## src/rtl/stream_merge_arbiter.sv

```systemverilog
// Round-robin merger of N first-word-fall-through FIFO streams into one registered
// valid/ready stream, with enable mask, burst limit, HOLD packet locking and ID stamping.
module stream_merge_arbiter #(
   parameter int unsigned CHANNELS  = 4,
   parameter int unsigned DWIDTH    = 32,
   parameter int unsigned ID_INSERT = 0,
   parameter int unsigned ID_BITS   = 4,
   parameter int unsigned MAX_BURST = 16
) (
   input  logic                         CLK,
   input  logic                         RST,
   input  logic [CHANNELS-1:0]          CH_ENABLE,
   input  logic [CHANNELS-1:0]          FIFO_EMPTY,
   input  logic [CHANNELS*DWIDTH-1:0]   FIFO_DATA,
   input  logic [CHANNELS-1:0]          HOLD_REQ,
   output logic [CHANNELS-1:0]          FIFO_READ,
   input  logic                         OUT_READY,
   output logic                         OUT_VALID,
   output logic [DWIDTH-1:0]            OUT_DATA,
   output logic [ID_BITS-1:0]           OUT_CHANNEL,
   output logic                         GRANT_ACTIVE
);

   localparam int unsigned GW  = (CHANNELS > 1) ? $clog2(CHANNELS) : 1;
   localparam int unsigned BCW = (MAX_BURST > 0) ? $clog2(MAX_BURST + 1) : 1;

   typedef enum logic {
      S_IDLE  = 1'b0,
      S_GRANT = 1'b1
   } state_t;

   state_t              state_q, state_d;
   logic [GW-1:0]       grant_q, grant_d;
   logic [GW-1:0]       ptr_q, ptr_d;
   logic [BCW-1:0]      burst_q, burst_d;
   logic                out_valid_q, out_valid_d;
   logic [DWIDTH-1:0]   out_data_q, out_data_d;
   logic [ID_BITS-1:0]  out_ch_q, out_ch_d;

   logic [CHANNELS-1:0] req;
   logic [DWIDTH-1:0]   ch_data [CHANNELS];
   logic [DWIDTH-1:0]   grant_word;
   logic [GW-1:0]       cand;
   logic [GW-1:0]       pick;
   logic                pick_found;
   logic                slot_free;
   logic                limit_hit;
   logic                xfer;
   logic                release_g;

   assign req       = CH_ENABLE & ~FIFO_EMPTY;
   assign slot_free = ~out_valid_q | OUT_READY;

   always_comb begin
      for (int unsigned i = 0; i < CHANNELS; i++) begin
         ch_data[i] = FIFO_DATA[i*DWIDTH +: DWIDTH];
      end
   end

   // Word of the granted channel, optionally stamped with its index in the top bits
   always_comb begin
      grant_word = ch_data[grant_q];
      if (ID_INSERT != 0) begin
         grant_word[DWIDTH-1 -: ID_BITS] = ID_BITS'(grant_q);
      end
   end

   // Round-robin scan starting just after the last granted channel
   always_comb begin
      cand       = '0;
      pick       = '0;
      pick_found = 1'b0;
      for (int unsigned k = 1; k <= CHANNELS; k++) begin
         cand = GW'((32'(ptr_q) + k) % CHANNELS);
         if (!pick_found && req[cand]) begin
            pick_found = 1'b1;
            pick       = cand;
         end
      end
   end

   always_comb begin
      state_d     = state_q;
      grant_d     = grant_q;
      ptr_d       = ptr_q;
      burst_d     = burst_q;
      out_valid_d = out_valid_q;
      out_data_d  = out_data_q;
      out_ch_d    = out_ch_q;
      FIFO_READ   = '0;
      limit_hit   = 1'b0;
      xfer        = 1'b0;
      release_g   = 1'b0;

      case (state_q)
         S_IDLE: begin
            if (OUT_READY) begin
               out_valid_d = 1'b0;
            end
            if (pick_found) begin
               grant_d = pick;
               burst_d = '0;
               state_d = S_GRANT;
            end
         end

         S_GRANT: begin
            limit_hit = (MAX_BURST != 0) && (burst_q == BCW'(MAX_BURST)) && !HOLD_REQ[grant_q];
            xfer      = req[grant_q] && slot_free && !limit_hit;
            release_g = !CH_ENABLE[grant_q] || (FIFO_EMPTY[grant_q] && !HOLD_REQ[grant_q]) ||
                        limit_hit;

            if (xfer) begin
               FIFO_READ[grant_q] = 1'b1;
               out_valid_d        = 1'b1;
               out_data_d         = grant_word;
               out_ch_d           = ID_BITS'(grant_q);
               if (burst_q != BCW'(MAX_BURST)) begin
                  burst_d = burst_q + BCW'(1);
               end
            end else if (OUT_READY) begin
               out_valid_d = 1'b0;
            end

            // A word popped this cycle is released from the updated flags next cycle
            if (release_g) begin
               state_d = S_IDLE;
               ptr_d   = grant_q;
            end
         end

         default: begin
            state_d = S_IDLE;
         end
      endcase
   end

   always_ff @(posedge CLK or posedge RST) begin
      if (RST) begin
         state_q     <= S_IDLE;
         grant_q     <= '0;
         ptr_q       <= GW'(CHANNELS - 1);
         burst_q     <= '0;
         out_valid_q <= 1'b0;
         out_data_q  <= '0;
         out_ch_q    <= '0;
      end else begin
         state_q     <= state_d;
         grant_q     <= grant_d;
         ptr_q       <= ptr_d;
         burst_q     <= burst_d;
         out_valid_q <= out_valid_d;
         out_data_q  <= out_data_d;
         out_ch_q    <= out_ch_d;
      end
   end

   assign OUT_VALID    = out_valid_q;
   assign OUT_DATA     = out_data_q;
   assign OUT_CHANNEL  = out_ch_q;
   assign GRANT_ACTIVE = (state_q == S_GRANT);

endmodule

```

## config.mk

```make
export PLATFORM = sky130hd
export DESIGN_NAME = stream_merge_arbiter
export DESIGN_NICKNAME = d
export VERILOG_FILES = /design/src/rtl/stream_merge_arbiter.sv
export SDC_FILE = /design/constraint.sdc
export NUM_CORES = 1
export LEC_CHECK = 0
export ABC_AREA = 1
export ABC_CLOCK_PERIOD_IN_PS = 1810
export CORE_MARGIN = 2
export CORE_UTILIZATION = 34
export DETAILED_ROUTE_END_ITERATION = 16
export PLACE_DENSITY_LB_ADDON = 0.08
export SYNTH_ARGS = -nofsm -noshare
export SYNTH_HDL_FRONTEND = slang
export SYNTH_SLANG_ARGS = --single-unit
```

## constraint.sdc

```tcl
create_clock -name CLK -period 1.81 [get_ports CLK]
set_input_delay 0.4525 -clock CLK [delete_from_list [all_inputs] [get_ports CLK]]
set_output_delay 0.4525 -clock CLK [all_outputs]
set_load 0.01 [all_outputs]
```

Word-level counts from Yosys, hierarchy flattened

Index checks and enable logic that the tools add are counted.

Input bits: 143
Memories kept: 0
Word-level logic and storage cells: 91
Bits in writable memories: 0
Output and inout port bits: 42
Register bits: 45
Latch bits: 0
Bits in read-only memories: 0

Divide/modulo/power cells: 0
Multiplexer cells: 41
Shift-type cells: 0
$mul: 0
Equal/unequal tests: 5
$lt $le $gt $ge: 7
Reductions and logical operators: 20
Bitwise gates (word level): 6
Add/subtract/negate cells: 5

Operators by type and width:

| operator                                              | count |
|---|---|
| binary-select mux 32 bit (select 2 bit)               | 1 |
| two-way mux 32 bit                                    | 2 |
| two-way mux 1 bit                                     | 17 |
| binary-select mux 1 bit (select 2 bit)                | 8 |
| < comparator 2 x 3 -> 1 bit, second input constant    | 5 |
| two-way mux 5 bit                                     | 3 |
| case mux 5 bit (2 select lines)                       | 1 |
| logical AND 1 bit                                     | 8 |
| two-way mux 2 bit                                     | 4 |
| two-way mux 4 bit                                     | 2 |
| zero test 1 bit                                       | 6 |
| AND reduction 2 bit                                   | 3 |
| adder 5 x 1 -> 5 bit, second input constant           | 1 |
| == test 5 bit, second input constant                  | 1 |
| inequality test 5 bit, second input constant          | 1 |
| adder 2 x 1 -> 2 bit, second input constant           | 2 |
| adder 2 bit, second input constant                    | 2 |
| AND 4 bit                                             | 1 |
| inequality test 2 x 1 -> 1 bit, second input constant | 2 |
| inverter 4 bit                                        | 1 |
| case mux 1 bit (2 select lines)                       | 2 |
| >= comparator 3 bit, second input constant            | 1 |
| inverter 2 -> 3 bit                                   | 1 |
| AND reduction 3 bit                                   | 1 |
| other kinds (6)                                       | 8 |

Depth between registers and ports, before layout

Gate-level depths: netlist (run 1).

Depth after elaboration: 16
Depth in mapped cells: 12
Depth with buffers taken out: 11

Worst setup path before layout (run 1)

OpenSTA, ideal clock, no wires.

Path type: register to output
Start point: register grant_q[0]
End point: output FIFO_READ[0]
Path buffers: 2
Cell stages (with the launch flop): 10
Arrival time: 1.554 ns
Required time: 1.357 ns
Setup slack: -0.196 ns
Cells stage by stage: dfrtp_1 > buf_2 > nor2_4 > nand2_1 > nor2_1 > nor2_1 > nand3_1 > nand3_4 > buf_2 > nor3_1

Cells in the longest elaborated chain, start to end: 8
Elaborated cells on any way between the ends: 16
Classes of those cells: 2 x order compare; 8 x mux; 6 x reduce/logical

Ends and longest elaborated chain:

| item                                                                | line | RTL |
|---|---|---|
| start, declared                                                     | 33   | `logic [GW-1:0] grant_q, grant_d;` |
| start signal, assigned                                              | 149  | `grant_q <= grant_d;` |
| branches (longest 6 deep; another with < comparator 2 x 3 -> 1 bit) | --   |  |
| two-way mux 4 bit *                                                 | 113  | `if (xfer) begin` |
| two-way mux 4 bit *                                                 | 95   | `case (state_q)` |
| end, declared                                                       | 16   | `output logic [CHANNELS-1:0] FIFO_READ,` |

Mark *: on every way between the ends. The select of a mux whose other input is x is not followed.

Worst setup path in the final report (run 1)

Start point: register grant_q[1]
End point: output FIFO_READ[0]

Same word-level chain as after synthesis.

==> impl_metrics.yaml, run 1 <==
run_status:
  outcome: "finished, violations left"
  failed_checks: "negative setup slack"
cells_and_area:
  fin_nets: 795
  diodes: 0
  final_cell_count_no_fill: 756
  area_delta_synth_final_pct: 95.7
  fillCellCount: 712
  final_common_cell: "nand2_1"
  final_util_pct: 69.0
  final_cell_mix: "182 x nand2_1, 175 x clkdlybuf4s50_1, 45 x buf_4"
  final_layout_size_suffix_gt1_share_pct: 19.5
placement:
  dp_hpwl_um: 8680
  place_ws_ps: -821
  dp.cells: 729
  io_buffers: 182
  routabilityCongestion: 0.922
synth:
  yosysWarnings: 0
  synth-async-reset-ratio_pct: 100
  synth_edf_count: 0
  synthesis.area_um2: 2910
  synth-seq-cells: 45
  ys.flop_type: "dfrtp_1"
  seq_area_frac_synth_pct: 38.7
  avgSynthCellArea_um2: 6.89
  ys_types: 26
  synthCells: 423
clock_tree:
  cts_tree: "yes"
  cts_num_sinks: 45
  clk_path_buf_depth: 2
  clock_latency_ps: 300
  cts_hold_buf: 0
  numCtsBuffers: 5
  htreeDepth: 2
  cts_root_buf: "clkbuf_8"
  clk_pin_slew_ps: 80
floorplanning:
  ios: 185
  die-area_um2: 9320
  die_height_um: 96.6
  fp.coreArea_um2: 8260
  row_count: 33
  dieWidth_um: 96.6
  start_util_pct: 35.3
routing:
  drc_errors: 0
  vias: 3855
  drt-pass1-iter-count: 4
  wl_per_cell_um: 16.7
  drt_first_iter_violations: 211
  vias_per_cell: 5.10
  ant_nets: 0
  drt-total-wl_um: 12600
sta:
  rsz0062_at_grt: "true"
  fin_tns_setup_ps: -3290
  post-route-period-util_pct: 120
  hold_viol_final: 0
  finalSetupViolations: 47
  maxSlewViolCount: 0
  fin_ws_ps: -359
  finalCriticalPeriod_ps: 2170
  max_freq_mhz: 461
  finalClockSkew_ps: 5.14
global_route:
  grt_usage_pct: 23.4
  antenna_found_initial: 0
  grt-ovfl-total: 0
  top_usage_layer: "met2"
  grt_max_degree: 70
  grt_util_met1_pct: 26.8
  met3_usage_pct: 4.58
  use_met2_pct: 44.4
  grt_pass1_wl_um: 16700
  first_global_vias: 3545
setup_path:
  crit_path_end_kind: "output pin"
  cp.required_ps: 1360
  crit_type: "reg2out"
  rr_worst_depth: 13
  cp_data_arrival_time_ps: 1720
  cp-start-kind: "flop"
  cp_max_fo: 5
power_and_ir_drop:
  power_uw: 7620
  ir_drop_v: 0.000743
  power_leakage_uw: 0.00266
  power_density_nw_per_um2: 1340
min_path:
  hp-class: "in2async"
job:
  max_cap_viol_count: 0
worst max-delay path, stage by stage, from the launching register on:
cell,delay (ps)
dfrtp_2,460
inv_4,90
nand2_2,110
inv_2,90
nand2_1,50
nand2_1,60
nor2_2,60
nand2_4,70
nand3_4,140
nor3_4,140
buf_2,150
where the power goes:
group / leakage (µW) / switching [µW] / internal [µW]
Clock: 0.0000385 / 337 / 274
Combinational: 0.00205 / 2790 / 2530
Sequential: 0.000571 / 258 / 1430
repair_timing:
item / CTS / global route
endpoints found under the hold margin: 0 / 0
buffers inserted: 3 / 8
pin swaps: 1 / 18
cloned: 0 / 8
gates resized for setup: 23 / 60
setup endpoints to repair: 39 / 47
registers in the layout, indices dropped and copies added (netlist names):
name          flops
OUT_VALID         1
OUT_CHANNEL       2
grant_q           2
GRANT_ACTIVE      1
ptr_q             2
OUT_DATA         32
burst_q           5
metal layers:
layer  wire length (µm)  share of wire [%]  vias to the layer above
li1                   -                  -                     1879
met1               4980                 39                     1812
met2               6540                 52                      149
met3                916                7.3                       15
met4                189                1.5                        0
met5                  0                  0                        -
per-stage QoR:
stage | area (µm²) | hold WS, ps
2_1_floorplan | 2980 | 518
3_3_place_gp | 5140 | 471
3_5_place_dp | 5140 | 478
4_1_cts | 5240 | 445
5_1_grt | 5700 | 450
6_report | 5700 | 436
final cells by class:
cell class	instances	area, µm²	share of cell area (%)
multi-input combinational	335	1850	32.4
clock buffer	7	76.3	1.34
inverter	20	81.3	1.43
tap	105	131	2.30
sequential	45	1130	19.8
timing repair buffer	243	2420	42.5
clock inverter	1	7.51	0.132
synthesized netlist by cell type (6+ instances only):
library cell,n,area (µm²)
nand2_1,195,732
dfrtp_1,43,1080
o21ai_1,34,170
a221oi_1,32,280
nand3_1,29,145
inv_1,17,63.8
nor2_1,13,48.8
clkbuf_1,12,45.0
buf_2,9,45.0
nor3_1,7,35.0
o21ai_0,6,30.0
final timing paths:
kind / end / slack, ps / startpoint
setup / recovery: FIFO_READ[0] / -360 / grant_q[1]
hold / removal: burst_q[1] / 440 / RST
setup reg to reg: OUT_DATA[13] / -90 / grant_q[1]
hold reg to reg: OUT_DATA[19] / 500 / OUT_DATA[19]
max in group asynchronous: OUT_DATA[31] / 930 / RST
min in group CLK: OUT_DATA[19] / 500 / OUT_DATA[19]
cell families after synthesis:
family,Yosys count,share of synthesized area (%)
compound gates,74,17.0
fa+ha+maj,2,0.859
buf+inv,44,6.44
simple gates,255,36.3
xor+xnor,2,0.601
flops,45,38.7
other cells,1,0.129
Note: power is estimated with default switching activity, not from simulation.
==> run 2, diff against run 1 <==
- GPL_TIMING_DRIVEN: unset -> 0
- RECOVER_POWER: unset -> 25
==> run 2 against run 1 <==
Effect of this change:
- the flow still finishes with violations (negative setup slack)
- register-to-register slack better by 160 ps
- clock-buffer cell count down 1
- non-clock buffer count fell by 14
- sequential share of layout area is 1.3 points higher
- power fell by 5.3%
- worst setup slack got worse by 89 ps
- highest routed layer unchanged
==> impl_metrics.yaml, run 2 (synthesis gave the netlist of run 1 again) <==
routing:
  vias_per_cell: 5.04
  ant_nets: 0
  drt_first_iter_violations: 195
  drc_errors: 0
  drt-pass1-iter-count: 4
  wl_per_cell_um: 15.8
  drt-total-wl_um: 11800
  vias: 3736
clock_tree:
  clk_pin_slew_ps: 90
  cts_hold_buf: 0
  htreeDepth: 2
  clk_path_buf_depth: 2
  cts_num_sinks: 45
  clock_latency_ps: 290
  cts_root_buf: "clkbuf_8"
  numCtsBuffers: 5
  cts_tree: "yes"
power_and_ir_drop:
  p_int_uw: 4060
  p_clk_share_pct: 11.1
  switching_share_pct: 43.7
  power_density_nw_per_um2: 1350
  switchingPower_uw: 3150
  pwr-share-seq_pct: 23.6
  ir_drop_v: 0.000581
  p_comb_share_pct: 65.3
  power_leakage_uw: 0.00247
sta:
  finalClockSkew_ps: 5.30
  maxSlewViolCount: 0
  rsz0062_at_grt: "true"
  hold_viol_final: 0
  max_freq_mhz: 443
  max-slew-margin-rel_pct: 52.7
  finalSetupViolations: 4
  finalCriticalPeriod_ps: 2260
  post-route-period-util_pct: 125
  fin_ws_ps: -447
  tightest_slew_ps: 709
floorplanning:
  die-area_um2: 9320
  start_util_pct: 35.3
  dieWidth_um: 96.6
  fp.coreArea_um2: 8260
  die_height_um: 96.6
  row_count: 33
  ios: 185
global_route:
  grt_pass1_wl_um: 18100
  first_global_vias: 3682
  grt_usage_pct: 25.4
  grt_max_degree: 44
  grt-ovfl-total: 0
  antenna_found_initial: 0
setup_path:
  cp-startpoint: "grant_q[0]"
  r2r-start: "grant_q[0]"
  cp_max_fo: 5
  crit_type: "reg2out"
  crit_path_end_kind: "output pin"
  cp-start-kind: "flop"
  cp_data_arrival_time_ps: 1800
  cp.required_ps: 1360
placement:
  dp_hpwl_um: 8930
  place_ws_ps: -1080
  dp.cells: 712
  routabilityCongestion: 0.853
  io_buffers: 182
  placed_area_um2: 4950
min_path:
  hp-class: "in2async"
cells_and_area:
  final_common_cell: "nand2_1"
  final_cell_mix: "186 x nand2_1, 175 x clkdlybuf4s50_1, 41 x dfrtp_1"
  final_cell_count_no_fill: 742
  final_layout_size_suffix_gt1_share_pct: 14.4
  multi_input_area_um2: 1720
  design_area_um2: 5350
  largest_reg_flops: 32
  diodes: 0
  final_util_pct: 64.8
  fin_nets: 781
  regArea_um2: 1130
  area_delta_synth_final_pct: 83.7
  fillCellCount: 754
job:
  max_cap_viol_count: 0
run_status:
  failed_checks: "negative setup slack"
  outcome: "finished, violations left"
[run 2: area by class of cell]
cell class	instances	share of cell area, %
Buffer	21	3.06
Clock buffer	6	1.54
Clock inverter	2	0.701
Inverter	20	1.59
Multi-Input combinational cell	335	32.2
Sequential cell	45	21.1
Tap cell	105	2.45
Timing Repair Buffer	208	37.3
[run 2: repair_timing]
action,CTS,global route
endpoints found under the setup margin,26,48
buffers inserted,15,11
gates cloned,0,0
resized for setup,30,43
pin swaps,4,2
[run 2: worst max-delay path, cell delays in order (launching register included)]
cell,delay (ps)
dfrtp_1,380
buf_6,140
nor2_4,140
buf_6,120
nand2_2,40
nand2_2,60
nor2_2,40
nand2_2,80
nand3_4,90
buf_12,150
nor3_4,100
buf_2,150
[run 2: metal layers]
| layer | global-route usage [%] | wire length [µm] | vias to the layer above |
|---|---|---|---|
| met5 | 0 | 0 | - |
| met4 | 5.99 | 162 | 0 |
| met3 | 5.12 | 1020 | 12 |
| met2 | 48.1 | 6020 | 150 |
| met1 | 29.2 | 4550 | 1732 |
| li1 | - | - | 1842 |
[run 2: path summary, 6_finish.rpt]
kind	end	cells after the start	slack (ps)
setup reg to reg	burst_q[2]	11	70
hold reg to reg	OUT_DATA[18]	2	490
max in group asynchronous	grant_q[1]	3	510
setup / recovery	FIFO_READ[2]	11	-450
hold / removal	OUT_DATA[0]	2	470
min in group CLK	OUT_DATA[18]	2	490
[run 2: metrics by stage]
| stage | hold slack, ps | power, µW | setup TNS, ps |
|---|---|---|---|
| 5_1_grt | 479 | 7800 | -2500 |
| 3_3_place_gp | 473 | 5730 | -41110 |
| 3_5_place_dp | 478 | 5850 | -15440 |
| 4_1_cts | 344 | 6940 | -1640 |
| 2_1_floorplan | 518 | 4040 | -172 |
| 6_report | 466 | 7210 | -1750 |
[run 2: power groups by stage]
stage | logic (µW) | clock network [µW] | registers [µW]
after global placement | 4070 | 0 | 1670
final | 4710 | 801 | 1700
after global routing | 5190 | 855 | 1750
after floorplan | 2220 | 0 | 1820
after detailed placement | 4160 | 0 | 1680
after CTS | 4470 | 815 | 1660
